==> src/rtl/kbd_pkg.sv <==
// Shared types and helpers for the PS/2 keyboard receiver and its FIFO.
package kbd_pkg;

  localparam int unsigned FrameBits = 11;

  typedef enum logic [1:0] {
    StIdle,
    StShift,
    StCheck
  } rx_state_e;

  // Data byte plus parity bit must hold an odd number of ones.
  function automatic logic odd_parity_ok(input logic [8:0] bits);
    return ^bits;
  endfunction

endpackage

==> src/rtl/ps2_kbd_fifo_if.sv <==
// Bus-side read port of the keyboard FIFO: read strobe in, status and head byte out.
interface ps2_kbd_fifo_if;
  logic       io_rdn;
  logic       ready;
  logic [7:0] key_data;
  logic       overflow;

  modport master (output io_rdn, input ready, key_data, overflow);
  modport slave  (input io_rdn, output ready, key_data, overflow);
endinterface

==> src/rtl/kbd_fifo.sv <==
// Synchronous FIFO; a push while full is accepted only when a pop frees a slot that cycle.
module kbd_fifo #(
  parameter int unsigned Depth = 8,
  parameter int unsigned Width = 8
) (
  input  logic             clk_i,
  input  logic             rst_ni,
  input  logic             push_i,
  input  logic [Width-1:0] wdata_i,
  input  logic             pop_i,
  output logic [Width-1:0] rdata_o,
  output logic             full_o,
  output logic             empty_o
);

  localparam int unsigned PtrW = $clog2(Depth);
  localparam logic [PtrW:0] DepthCnt = (PtrW + 1)'(Depth);

  logic [Width-1:0] mem [Depth];
  logic [PtrW-1:0]  wr_ptr_q, rd_ptr_q;
  logic [PtrW:0]    count_q, count_d;
  logic             do_push, do_pop;

  assign full_o  = (count_q == DepthCnt);
  assign empty_o = (count_q == '0);
  assign do_pop  = pop_i & ~empty_o;
  assign do_push = push_i & (~full_o | do_pop);
  assign rdata_o = empty_o ? '0 : mem[rd_ptr_q];

  always_comb begin
    count_d = count_q;
    unique case ({do_push, do_pop})
      2'b10:   count_d = count_q + 1'b1;
      2'b01:   count_d = count_q - 1'b1;
      default: count_d = count_q;
    endcase
  end

  always_ff @(posedge clk_i or negedge rst_ni) begin
    if (!rst_ni) begin
      wr_ptr_q <= '0;
      rd_ptr_q <= '0;
      count_q  <= '0;
    end else begin
      if (do_push) wr_ptr_q <= wr_ptr_q + 1'b1;
      if (do_pop)  rd_ptr_q <= rd_ptr_q + 1'b1;
      count_q <= count_d;
    end
  end

  always_ff @(posedge clk_i) begin
    if (do_push) mem[wr_ptr_q] <= wdata_i;
  end

endmodule

==> src/rtl/ps2_kbd_fifo.sv <==
// PS/2 keyboard receiver: oversampled pins, 11-bit frame FSM with timeout, scan-code FIFO
// popped once per active-low bus read strobe.
module ps2_kbd_fifo
  import kbd_pkg::*;
#(
  parameter int unsigned FIFO_DEPTH     = 8,
  parameter int unsigned TIMEOUT_CYCLES = 100000
) (
  input  logic           clk,
  input  logic           clrn,
  input  logic           ps2_clk,
  input  logic           ps2_data,
  ps2_kbd_fifo_if.slave  bus
);

  localparam int unsigned TmoW = $clog2(TIMEOUT_CYCLES + 1);
  localparam logic [TmoW-1:0] TmoMax = TmoW'(TIMEOUT_CYCLES);
  localparam logic [3:0] LastBit = 4'(FrameBits - 2);

  logic       clk_s1_q, clk_s2_q, clk_s3_q;
  logic       dat_s1_q, dat_s2_q;
  logic       fall;

  rx_state_e  state_q, state_d;
  logic [3:0] bit_cnt_q, bit_cnt_d;
  logic [9:0] shift_q, shift_d;
  logic [TmoW-1:0] tmo_q, tmo_d;

  logic       rdn_q;
  logic       pop, push_req, full, empty, frame_ok;
  logic       overflow_q;
  logic [7:0] head;

  always_ff @(posedge clk or negedge clrn) begin
    if (!clrn) begin
      clk_s1_q <= 1'b1;
      clk_s2_q <= 1'b1;
      clk_s3_q <= 1'b1;
      dat_s1_q <= 1'b1;
      dat_s2_q <= 1'b1;
      rdn_q    <= 1'b1;
    end else begin
      clk_s1_q <= ps2_clk;
      clk_s2_q <= clk_s1_q;
      clk_s3_q <= clk_s2_q;
      dat_s1_q <= ps2_data;
      dat_s2_q <= dat_s1_q;
      rdn_q    <= bus.io_rdn;
    end
  end

  assign fall = clk_s3_q & ~clk_s2_q;

  // shift_q after a full frame: [7:0] data, [8] parity, [9] stop.
  assign frame_ok = shift_q[9] & odd_parity_ok(shift_q[8:0]);

  always_comb begin
    state_d   = state_q;
    bit_cnt_d = bit_cnt_q;
    shift_d   = shift_q;
    tmo_d     = '0;
    push_req  = 1'b0;
    unique case (state_q)
      StIdle: begin
        if (fall && !dat_s2_q) begin
          state_d   = StShift;
          bit_cnt_d = '0;
        end
      end
      StShift: begin
        if (fall) begin
          shift_d   = {dat_s2_q, shift_q[9:1]};
          bit_cnt_d = bit_cnt_q + 1'b1;
          if (bit_cnt_q == LastBit) state_d = StCheck;
        end else begin
          tmo_d = tmo_q + 1'b1;
          if (tmo_d == TmoMax) state_d = StIdle;
        end
      end
      StCheck: begin
        push_req = frame_ok;
        state_d  = StIdle;
      end
      default: state_d = StIdle;
    endcase
  end

  always_ff @(posedge clk or negedge clrn) begin
    if (!clrn) begin
      state_q   <= StIdle;
      bit_cnt_q <= '0;
      shift_q   <= '0;
      tmo_q     <= '0;
    end else begin
      state_q   <= state_d;
      bit_cnt_q <= bit_cnt_d;
      shift_q   <= shift_d;
      tmo_q     <= tmo_d;
    end
  end

  // One pop per strobe: only the first low cycle after a high one counts.
  assign pop = rdn_q & ~bus.io_rdn & ~empty;

  always_ff @(posedge clk or negedge clrn) begin
    if (!clrn) begin
      overflow_q <= 1'b0;
    end else if (push_req && full && !pop) begin
      overflow_q <= 1'b1;
    end else if (pop) begin
      overflow_q <= 1'b0;
    end
  end

  kbd_fifo #(
    .Depth (FIFO_DEPTH),
    .Width (8)
  ) u_fifo (
    .clk_i   (clk),
    .rst_ni  (clrn),
    .push_i  (push_req),
    .wdata_i (shift_q[7:0]),
    .pop_i   (pop),
    .rdata_o (head),
    .full_o  (full),
    .empty_o (empty)
  );

  assign bus.ready    = ~empty;
  assign bus.key_data = head;
  assign bus.overflow = overflow_q;

endmodule

==> src/flat_wrapper.sv <==
// flat-port wrapper written by rule: the top's interface ports become plain ports
module ps2_kbd_fifo_flat import kbd_pkg::*;
#(
  parameter int unsigned FIFO_DEPTH     = 8,
  parameter int unsigned TIMEOUT_CYCLES = 100000
)
  (clk, clrn, ps2_clk, ps2_data, bus_io_rdn, bus_ready, bus_key_data, bus_overflow);
  ps2_kbd_fifo_if bus_i ();
  input  logic clk;
  input  logic clrn;
  input  logic ps2_clk;
  input  logic ps2_data;
  input wire logic [$bits(bus_i.io_rdn)-1:0] bus_io_rdn;
  output wire logic [$bits(bus_i.ready)-1:0] bus_ready;
  output wire logic [$bits(bus_i.key_data)-1:0] bus_key_data;
  output wire logic [$bits(bus_i.overflow)-1:0] bus_overflow;
  assign bus_i.io_rdn = bus_io_rdn;
  assign bus_ready = bus_i.ready;
  assign bus_key_data = bus_i.key_data;
  assign bus_overflow = bus_i.overflow;
  ps2_kbd_fifo #(.FIFO_DEPTH(FIFO_DEPTH), .TIMEOUT_CYCLES(TIMEOUT_CYCLES)) u_core (.clk(clk), .clrn(clrn), .ps2_clk(ps2_clk), .ps2_data(ps2_data), .bus(bus_i));
endmodule
==> config.mk <==
export PLATFORM = sky130hd
export DESIGN_NAME = ps2_kbd_fifo_flat
export DESIGN_NICKNAME = d
export VERILOG_FILES = /design/src/rtl/kbd_pkg.sv /design/src/rtl/ps2_kbd_fifo_if.sv /design/src/rtl/kbd_fifo.sv /design/src/rtl/ps2_kbd_fifo.sv /design/src/flat_wrapper.sv
export SDC_FILE = /design/constraint.sdc
export NUM_CORES = 1
export LEC_CHECK = 0
export CAP_MARGIN = 0
export CORE_ASPECT_RATIO = 0.6
export CORE_MARGIN = 8
export CORE_UTILIZATION = 65
export CTS_BUF_LIST = sky130_fd_sc_hd__clkbuf_4 sky130_fd_sc_hd__clkbuf_8 sky130_fd_sc_hd__clkbuf_16
export DETAILED_ROUTE_END_ITERATION = 8
export DONT_BUFFER_PORTS = 1
export PLACE_DENSITY_LB_ADDON = 0.15
export SLEW_MARGIN = 20
export SYNTH_ARGS = -nofsm -noshare
export SYNTH_HDL_FRONTEND = slang
export SYNTH_SLANG_ARGS = --single-unit
export TNS_END_PERCENT = 10
==> constraint.sdc <==
create_clock -name clk -period 4.4 [get_ports clk]
set_input_delay 0.88 -clock clk [delete_from_list [all_inputs] [get_ports clk]]
set_output_delay 0.88 -clock clk [all_outputs]
set_load 0.01 [all_outputs]
==> flow_summary.ini <==
[timing]
fmax_ghz = 0.315
finalHoldViolations = 0
period_minus_slack_ns = 3.17
fin_setup_tns_ns = 0
setup_viol = 0
fin_skew_ns = 0.00802
rsz0062_at_grt = no
timing.final.crit_share_pct = 72.0
slew-limit-headroom_pct = 46.8
tightest_slew_ns = 0.796
final-max-slew-violation-count = 0

[pwr]
peakVddDrop_mv = 0.374
power_density_nw_per_um2 = 631
power.leakage_nw = 2.15

[clocking]
cts_buffers = 17
cts.path.max_buffers = 2
clk_latency_ns = 0.40
post_cts_buffers = 0
clk_pin_slew_ns = 0.05
cts.sinks = 114
post_cts_resized = 0
hold_buffers = 0
htreeDepth = 4
cts_tree = yes
ctsRootBufferMaster = clkbuf_16

[critical_path]
cp_max_fo = 11
crit_start = u_core.u_fifo.rd_ptr_q[0]$_DFFE_PN0P_
reg2reg_from = u_core.shift_q[5]$_DFFE_PN0P_
r2r_cells = 10
cpPeakStageDelay_ns = 0.76
timing.rr.end = u_core.u_fifo.count_q[2]$_DFFE_PN0P_
cp.depth = 4
slowest_stage = dfrtp_1
critPathLaunchType = flop
cp_top_family = flip-flops
crit_chain = buf_4 > mux4_2 > mux2i_1 > nor2_1
cp-end-kind = primary output
cp.arrival_ns = 2.29
ff2ff_setup_slack_ns = 1.41
critical_path_buf_inv_count = 1
required_ns = 3.52
endpoint = bus_key_data[7]
critical_path_class = flop to primary output

[synthesis]
syn-num-nets = 365
ys_types = 44
synth.avg_cell_area_um2 = 14.3
synth_xor_area_share_pct = 6.25
synth_area_leaders = edfxtp_1 (38%), dfrtp_1 (22%), mux4_2 (7.2%)
synth_seq_area_share_pct = 63.3
synth_top_family_by_area = multiplexers
yosysTopAreaCell = edfxtp_1
synth-compound-area-share_pct = 3.66
syn_area_um2 = 5020
synth_warnings = 0
synthAdderAreaFrac_pct = 2.24
yosys.area_share.simple_pct = 10.6
async_flop_share_pct = 43.9
synth-edff-count = 64
syn_inst = 351
synth.area.mux_share_pct = 12.1
synth_top_area_share_pct = 38.3
synth_flop_cell = edfxtp_1
ys_ff_latch = 114

[global_route]
grt_pass1_vias = 2873
overflow = 0
grt.total_usage_pct = 19.4
grt_max_degree = 51
grt_pass1_wl_um = 15600
antenna_found_initial = 0

[finish]
layout_common_cells = edfxtp_1 (64), dfrtp_1 (44), nor2_1 (34)
layout-drive-gt1-share_pct = 19.8
stdcell_count = 478
antennaDiodeCount = 0
final_common_cell = edfxtp_1
syn2layout_area_growth_pct = 13.5
nets = 375

[outcome]
status = completed

[placement]
hpwlAfterDp_um = 5970
place_congestion = 0.856
dpl.cell_count = 446
io_buffers = 0

[route]
vias_per_cell = 6.02
drt_pass1_iterations = 6
routed_wl_um = 9600
vias = 2878
ant_nets = 0
route.detailed.drc = 0
dr.first_iter.drc_count = 262
routedWlPerCell_um = 20.1

[min_path]
min_path_type = input pin to async pin

[floorplan]
start_util_pct = 68.0
die_w_um = 129
fp-row-count = 24
die_y_um = 84.1
io_pins = 15
coreArea_um2 = 7390
dieArea_um2 = 10900

[flow_run]
max_cap_violations = 0
[logic make-up (layout without fill, tap and decap cells)]
group / after synthesis / after routing
AO/OA/AOI/OAI: 29 / 29
adder cells (fa/ha/maj): 9 / 9
AND/OR/NAND/NOR: 106 / 106
flip-flops: 114 / 114
XOR/XNOR: 31 / 31
multiplexers: 39 / 39
buffers and inverters: 23 / 46
[registers in the layout, summed over array words and instances, names as in the netlist]
register                flops
u_core.bus.overflow         1
u_core.u_fifo.rd_ptr_q      3
u_core.u_fifo.wr_ptr_q      3
u_core.clk_s3_q             1
u_core.dat_s2_q             1
u_core.u_fifo.count_q       4
u_core.state_q              2
u_core.dat_s1_q             1
u_core.tmo_q               17
u_core.bit_cnt_q            4
u_core.rdn_q                1
u_core.clk_s1_q             1
u_core.shift_q             10
u_core.clk_s2_q             1
u_core.u_fifo.mem          64
[report_power, final]
| group | internal [mW] | switching [mW] | total [mW] |
|---|---|---|---|
| Sequential | 1.30 | 0.286 | 1.59 |
| Clock | 0.865 | 0.429 | 1.29 |
| Combinational | 0.410 | 0.305 | 0.715 |
[synthesized netlist by cell type, types with 2 or more instances]
library cell / count
a21oi_1: 8
a31oi_1: 2
and3_1: 2
buf_1: 3
buf_2: 4
clkbuf_1: 6
dfrtp_1: 44
dfstp_2: 6
edfxtp_1: 64
ha_1: 9
inv_1: 10
mux2_2: 11
mux2i_1: 10
mux4_2: 16
nand2_1: 23
nand2b_1: 6
nand3_1: 10
nand3b_1: 4
nand4_1: 2
nand4b_1: 3
nor2_1: 34
nor3_1: 10
nor3b_2: 2
nor4_1: 4
o211ai_1: 2
o21ai_0: 9
o31ai_1: 2
or3_1: 2
xnor2_1: 14
xnor3_1: 2
xor2_1: 14
[how the worst min path moves through the flow]
stage	startpoint	to	slack [ns]	cells after the start
global placement	u_core.dat_s1_q$_DFF_PN1_	u_core.dat_s2_q$_DFF_PN1_	0.35	0
finish	clrn	u_core.u_fifo.wr_ptr_q[0]$_DFFE_PN0P_	0.17	0
floorplan	u_core.clk_s1_q$_DFF_PN1_	u_core.clk_s2_q$_DFF_PN1_	0.35	0
global route	clrn	u_core.u_fifo.wr_ptr_q[0]$_DFFE_PN0P_	0.15	0
CTS	clrn	u_core.u_fifo.count_q[2]$_DFFE_PN0P_	0.16	0
detailed placement	u_core.dat_s1_q$_DFF_PN1_	u_core.dat_s2_q$_DFF_PN1_	0.35	0
[final cells by class]
cell class              count  area [µm²]
flip-flops and latches    114        3180
repair buffers              4        30.0
well taps                 104         130
fillers                   445        1690
inverters                  10        37.5
clock inverters             8        87.6
multi-input cells         214        1760
clock buffers              24         478
[per-layer routing]
layer,global-route usage [%],share of wire (%),vias up
met2,26.2,43,100
met4,5.03,0.69,0
met5,0,0,-
met1,27.9,47,1450
met3,8.10,8.9,11
li1,-,-,1317
[per-stage QoR]
step	instance area, µm²	setup slack [ns]	utilization [%]	hold slack (ns)	power, mW
floorplan	5020	1.56	-	0.345	2.12
global placement	5140	1.55	69.5	0.346	2.29
detailed placement	5140	1.43	69.5	0.347	2.31
CTS	5700	1.18	77.2	0.159	3.62
global route	5700	1.05	77.2	0.151	3.76
finish	5700	1.23	77.2	0.174	3.60
Power figures use the tool's default switching activity.
